[src/rtl/step_ctrl.sv]
// step_ctrl: front-panel run/step controller for the processor halt unit.
// Debounces the RUN and STEP buttons, runs bursts of N single steps with a
// fixed EN_L-high gap between pulses, and stops RUNNING on a PC breakpoint.
//
// Interface contract: BURST_GO is a one-cycle strobe with no back-pressure.
// It is honoured only when the controller is HALTED (and BURST_N != 0) and
// is silently dropped otherwise; BUSY reports an accepted burst in flight.
module step_ctrl #(
  parameter int DEB_CYCLES = 16,
  parameter int GAP_CYCLES = 2,
  parameter int ADDR_W     = 8
) (
  input  logic              CLK,
  input  logic              RESET,
  input  logic              RUN_BTN,
  input  logic              STEP_BTN,
  input  logic              BURST_GO,
  input  logic [7:0]        BURST_N,
  input  logic [ADDR_W-1:0] PC,
  input  logic [ADDR_W-1:0] BP_ADDR,
  input  logic              BP_EN,
  output logic              HALT,
  output logic              EN_L,
  output logic              BUSY,
  output logic              BP_HIT,
  output logic [1:0]        dbg_state_o
);

  localparam logic [1:0] S_HALTED  = 2'd0;
  localparam logic [1:0] S_RUNNING = 2'd1;
  localparam logic [1:0] S_PULSE   = 2'd2;
  localparam logic [1:0] S_GAP     = 2'd3;

  localparam int DW = $clog2(DEB_CYCLES + 1);
  localparam int GW = (GAP_CYCLES > 1) ? $clog2(GAP_CYCLES) : 1;

  // Bit 0 is the RUN button, bit 1 the STEP button.
  logic [1:0]    btn_raw;
  logic [1:0]    sync1_q;
  logic [1:0]    sync2_q;
  logic [1:0]    lvl_q;
  logic [1:0]    ev_q;
  logic [DW-1:0] deb_cnt_q [2];

  logic          run_ev;
  logic          step_ev;

  logic [1:0]    state_q, state_d;
  logic [7:0]    count_q, count_d;
  logic [GW-1:0] gap_q, gap_d;
  logic          busy_q, busy_d;
  logic          bp_hit_q, bp_hit_d;
  logic          halt_q;
  logic          en_l_q;

  assign btn_raw = {STEP_BTN, RUN_BTN};
  assign run_ev  = ev_q[0];
  assign step_ev = ev_q[1];

  // Synchronize both buttons, accept a new level after DEB_CYCLES stable
  // differing samples, and emit a registered one-cycle event on accepted presses.
  always_ff @(posedge CLK or negedge RESET) begin
    if (!RESET) begin
      sync1_q      <= '0;
      sync2_q      <= '0;
      lvl_q        <= '0;
      ev_q         <= '0;
      deb_cnt_q[0] <= '0;
      deb_cnt_q[1] <= '0;
    end else begin
      sync1_q <= btn_raw;
      sync2_q <= sync1_q;
      for (int b = 0; b < 2; b++) begin
        ev_q[b] <= 1'b0;
        if (sync2_q[b] == lvl_q[b]) begin
          deb_cnt_q[b] <= '0;
        end else if (deb_cnt_q[b] == DW'(DEB_CYCLES - 1)) begin
          deb_cnt_q[b] <= '0;
          lvl_q[b]     <= sync2_q[b];
          ev_q[b]      <= sync2_q[b];
        end else begin
          deb_cnt_q[b] <= deb_cnt_q[b] + DW'(1);
        end
      end
    end
  end

  // Next-state logic for run/step sequencing; a RUN press always wins.
  always_comb begin
    state_d  = state_q;
    count_d  = count_q;
    gap_d    = gap_q;
    busy_d   = busy_q;
    bp_hit_d = bp_hit_q;
    case (state_q)
      S_HALTED: begin
        if (run_ev) begin
          state_d  = S_RUNNING;
          bp_hit_d = 1'b0;
        end else if (BURST_GO && (BURST_N != 8'd0)) begin
          state_d = S_PULSE;
          count_d = BURST_N;
          busy_d  = 1'b1;
        end else if (step_ev) begin
          state_d = S_PULSE;
          count_d = 8'd1;
        end
      end
      S_RUNNING: begin
        if (run_ev) begin
          state_d = S_HALTED;
        end else if (BP_EN && (PC == BP_ADDR)) begin
          state_d  = S_HALTED;
          bp_hit_d = 1'b1;
        end
      end
      S_PULSE: begin
        if (run_ev || (count_q == 8'd1)) begin
          state_d = S_HALTED;
          count_d = 8'd0;
          busy_d  = 1'b0;
        end else begin
          state_d = S_GAP;
          count_d = count_q - 8'd1;
          gap_d   = '0;
        end
      end
      default: begin
        if (run_ev) begin
          state_d = S_HALTED;
          count_d = 8'd0;
          busy_d  = 1'b0;
        end else if (gap_q == GW'(GAP_CYCLES - 1)) begin
          state_d = S_PULSE;
        end else begin
          gap_d = gap_q + GW'(1);
        end
      end
    endcase
  end

  // State and registered outputs; outputs are decoded from the next state so
  // they change on the same edge as the state without any combinational path.
  always_ff @(posedge CLK or negedge RESET) begin
    if (!RESET) begin
      state_q  <= S_HALTED;
      count_q  <= 8'd0;
      gap_q    <= '0;
      busy_q   <= 1'b0;
      bp_hit_q <= 1'b0;
      halt_q   <= 1'b1;
      en_l_q   <= 1'b1;
    end else begin
      state_q  <= state_d;
      count_q  <= count_d;
      gap_q    <= gap_d;
      busy_q   <= busy_d;
      bp_hit_q <= bp_hit_d;
      halt_q   <= (state_d != S_RUNNING);
      en_l_q   <= (state_d != S_PULSE);
    end
  end

  assign HALT        = halt_q;
  assign EN_L        = en_l_q;
  assign BUSY        = busy_q;
  assign BP_HIT      = bp_hit_q;
  assign dbg_state_o = state_q;

endmodule

[config.mk]
export PLATFORM = sky130hd
export DESIGN_NAME = step_ctrl
export DESIGN_NICKNAME = d
export VERILOG_FILES = /design/src/rtl/step_ctrl.sv
export SDC_FILE = /design/constraint.sdc
export NUM_CORES = 1
export LEC_CHECK = 0
export BUFFER_PORTS_ARGS = -buffer_cell sky130_fd_sc_hd__buf_2
export CORE_MARGIN = 2
export CORE_UTILIZATION = 30
export DETAILED_ROUTE_END_ITERATION = 7
export GPL_TIMING_DRIVEN = 0
export PLACE_DENSITY = 0.47
export SLEW_MARGIN = 20
export SYNTH_ARGS = -nofsm -noshare
export SYNTH_HDL_FRONTEND = slang
export SYNTH_SLANG_ARGS = --single-unit
[constraint.sdc]
create_clock -name CLK -period 3.8 [get_ports CLK]
set_clock_uncertainty 0.2 [all_clocks]
set_input_delay 0.19 -clock CLK [delete_from_list [all_inputs] [get_ports CLK]]
set_output_delay 0.19 -clock CLK [all_outputs]
set_load 0.05 [all_outputs]
==> impl.org <==
** Status
- The flow ran to the end, and the final reports show no timing, DRC or antenna violations.

** STA
- The final number of max-transition violations came to 0.
- Measured against its own limit, the worst slew margin works out to 50.9%.
- For the finished layout, the period the worst path requires is around 2.0 ns.
- Fmax :: between 0.4 and 0.5 GHz
- The tightest hold path in the finished design has a slack of roughly 0.011 ns.
- RSZ-0062 raised after global routing :: no
- For the final routed database, the setup TNS stands at 0 ns.
- The number of hold violations in the final report came to 0.
- Final setup violation count :: 0
- Final period util :: a little over half
- Slew of the pin with the lowest slew margin :: between 0.7 and 0.8 ns

** Routing
- After the first detailed-routing iteration, the DRC count stood at 32.
- Dividing the detail-routed via count by the number of cells gives 4.72.
- Post-detailed-routing wire length :: roughly 3700 µm
- Residual DRC count :: 0
- Dividing the detail-routed wire length by the instance count gives 12.9 µm.
- Via total after detailed routing :: 1358
- Remaining number of nets flagged by the antenna check after routing :: 0
- Number of optimization iterations in the first detailed-route pass :: 4

** Floorplanning
- The floorplan step defined a die boundary enclosing around 0.0064 mm².
- Once the floorplan was initialized, standard cells occupied between 30% and 40% of the core.
- The die is approximately 80 µm tall.
- Placeable core area :: 0.00554 mm²
- During I/O placement, the number of pins put on the boundary was 36.
- Die width :: 80.0 µm
- The initialized floorplan defines 27 standard-cell rows.

** Global routing
- Vias in the first global route :: between 1000 and 1500
- Number of antenna violations at the first check in global routing :: 0
- Maximum number of pins on one net before global-route repair :: 34
- Global Route Usage Sum :: approximately 13%
- The first global-routing pass estimated ~6400 µm of wire.
- Total gr overflow :: 0

** Logic synthesis
- During synthesis, Yosys emitted a total of 0 warnings.
- Fraction of registers with async set or reset after synthesis :: 100%
- Synthesized area per cell :: roughly 10 µm²
- Counting every net in the synthesized netlist gives 204.
- Yosys attributes the largest share of cell area to sky130_fd_sc_hd__dfrtp_1, sky130_fd_sc_hd__xnor2_1, sky130_fd_sc_hd__nor2_1.
- The largest total area in the synthesized netlist belongs to sky130_fd_sc_hd__dfrtp_1.
- In this run the biggest area consumer among cell types represents between 40% and 50% of the synthesized area.
- Share of the yosys chip area belonging to registers :: between 40% and 50%
- In this run the cell area of the synthesized design comes to roughly 0.0017 mm².
- The netlist uses between 40 and 50 different library cells.
- Cell count after synthesis :: 170
- In this run, synthesis produced a sequential element count of 33.
- EDFF count, synth :: 0
- In the synthesized netlist the dominant register cell turns out to be sky130_fd_sc_hd__dfrtp_1.

** Pwr
- Sequential share of power :: about 34%
- Fraction of power spent switching nets :: 39.2%
- Share of power burned in combinational logic :: approximately 42%
- Net switching power figure :: roughly 0.56 mW
- IR drop worst, VDD :: 0.236 mV
- Leakage power summed over all cells :: approximately 0.94 nW
- Power spread over the standard cell area amounts to ~670 mW/mm².
- Per report_power, the clock group accounts for 24.2% of the total.
- Pint :: between 0.8 and 0.9 mW

** Clock network
- CTS buffer count :: 5
- Clock latency on the worst-skew pair, taken at its later pin, is about 0.28 ns.
- Buffers inserted during post-CTS setup optimization :: 0
- Clock Path Buffers :: 2
- CTS built an H-tree with a depth of 2.
- CTS Root Buffer Type :: sky130_fd_sc_hd__clkbuf_8
- TritonCTS built the clock tree.
- CTS saw 33 sinks.
- After clock tree synthesis, the repair step resized 0 gates.
- Clock transition at the registers of the reported paths :: approximately 0.07 ns

** Final layout
- Multi-input combinational cell area :: roughly 850 µm²
- Area occupied by registers :: slightly above 800 µm²
- The repair_antennas step left the layout with diodes totalling 0.
- Measured on the finished design, the core utilization comes to between 30% and 40%.
- Layout cells sized above 1 :: between 20% and 30%
- At the end of the flow, the number of nets in the layout was 249.
- Leading cell type in the layout, fill and taps excluded :: sky130_fd_sc_hd__buf_2
- Leaving out fill and tap cells, the most frequent cells in the layout are sky130_fd_sc_hd__buf_2, sky130_fd_sc_hd__dfrtp_1, sky130_fd_sc_hd__nor2_1.
- Fillers :: 571
- Syn-to-layout area delta :: 24.0%

** Setup path
- Data required time of the worst path :: 3.77 ns
- The setup path with the least slack is of type flip-flop to flip-flop.
- The critical path goes through inv_1 -> ha_1 -> nor4b_4 -> a21oi_4 -> a32o_1 -> a22o_1.
- STA classifies the critical path endpoint as a flip-flop.
- Critical Path Max Stage Delay :: 0.39 ns
- Highest fanout seen on the critical path :: 8
- The worst setup path is launched from a flip-flop.
- Library cell contributing the largest single delay on the critical path :: sky130_fd_sc_hd__dfrtp_1
- Crit path DAT :: between 2 and 2.5 ns

** Flow run
- Max-cap violations :: 0

** Placement
- At the end of routability-driven placement, the weighted congestion stood at about 0.75.
- Number of I/O port buffers :: 35
- HPWL after DPL :: 2780 µm

** Worst hold path
- In this run the worst hold path is classified as primary input to flip-flop.
-- synth_stat cells, types with 4 or more instances --
| master | instances |
|---|---|
| sky130_fd_sc_hd__dfrtp_1 | 31 |
| sky130_fd_sc_hd__nor2_1 | 17 |
| sky130_fd_sc_hd__nand2_1 | 13 |
| sky130_fd_sc_hd__a21oi_1 | 9 |
| sky130_fd_sc_hd__inv_1 | 9 |
| sky130_fd_sc_hd__xnor2_1 | 9 |
| sky130_fd_sc_hd__o21ai_0 | 8 |
| sky130_fd_sc_hd__a22o_1 | 6 |
| sky130_fd_sc_hd__nor2b_1 | 6 |
| sky130_fd_sc_hd__nand2b_1 | 5 |
| sky130_fd_sc_hd__nand3_1 | 5 |
| sky130_fd_sc_hd__ha_1 | 4 |
-- state kept, by name (all words and copies together), names as in the netlist --
name	cells
lvl_q	2
sync2_q	2
HALT	1
BP_HIT	1
dbg_state_o	2
count_q	8
sync1_q	2
EN_L	1
BUSY	1
gap_q	1
deb_cnt_q	10
ev_q	2
-- per-layer routing --
| metal | track usage (%) | up-vias | part of all wire, % | wire length [µm] |
|---|---|---|---|---|
| met5 | 0 | - | 0 | 0 |
| met4 | 5.08 | 0 | 1.4 | 52 |
| met3 | 3.73 | 5 | 4.1 | 151 |
| met2 | 19.9 | 21 | 45 | 1690 |
| met1 | 16.9 | 633 | 49 | 1820 |
| li1 | - | 699 | - | - |
-- cell type report --
cell class | instances | area share (%)
Timing Repair Buffer | 38 | 9.55
Multi-Input combinational cell | 125 | 39.6
Buffer | 3 | 0.931
Sequential cell | 33 | 38.5
Clock inverter | 2 | 1.75
Clock buffer | 6 | 3.84
Tap cell | 72 | 4.19
Inverter | 9 | 1.57
-- through the flow --
step / total power, mW / instance area [µm²] / setup WS, ns / std cells
final: 1.44 / 2150 / 1.76 / 288
after global routing: 1.55 / 2150 / 1.66 / 288
after CTS: 1.46 / 2150 / 1.75 / 288
after detailed placement: 1.10 / 2000 / 1.77 / 277
after global placement: 1.10 / 2000 / 1.76 / 277
after floorplan: 0.947 / 1730 / 1.80 / 170
-- cells by family after synthesis --
logic type,count (synthesis),share of synthesized area [%]
simple gates,65,21.6
buf+inv,12,3.10
xor+xnor,12,6.06
flops,33,47.8
fa+ha+maj,4,2.89
compound gates,41,16.7
mux,3,1.88
-- what timing repair did --
| item | CTS | global route |
|---|---|---|
| hold buffers | 3 | 0 |
| setup endpoints to repair | 0 | 0 |
| hold endpoints to repair | 33 | 0 |
-- critical path: cells and delay by family, from the launching register on --
kind	cells	cell delay, ns
fa+ha+maj	1	0.19
simple gates	1	0.34
flops	1	0.39
compound gates	3	0.68
buf+inv	1	0.12
-- path summary, 6_finish.rpt --
path	startpoint	end	slack (ns)	depth (start not counted)
setup / recovery	count_q[1]$_DFFE_PN0P_	count_q[2]$_DFFE_PN0P_	1.76	6
hold / removal	BURST_N[1]	count_q[1]$_DFFE_PN0P_	0.01	3
setup reg to reg	count_q[1]$_DFFE_PN0P_	count_q[2]$_DFFE_PN0P_	1.76	6
hold reg to reg	sync1_q[1]$_DFF_PN0_	sync2_q[1]$_DFF_PN0_	0.15	0
max in group asynchronous	RESET	sync1_q[0]$_DFF_PN0_	2.63	2
min in group asynchronous	RESET	count_q[1]$_DFFE_PN0P_	0.30	2
-- power by group through the flow --
stage / clock network (mW) / logic, mW / registers [mW]
global placement: 0 / 0.614 / 0.489
global route: 0.376 / 0.682 / 0.492
detailed placement: 0 / 0.609 / 0.489
CTS: 0.359 / 0.616 / 0.483
floorplan: 0 / 0.386 / 0.562
finish: 0.348 / 0.608 / 0.482
Note: power is estimated with default switching activity, not from simulation.
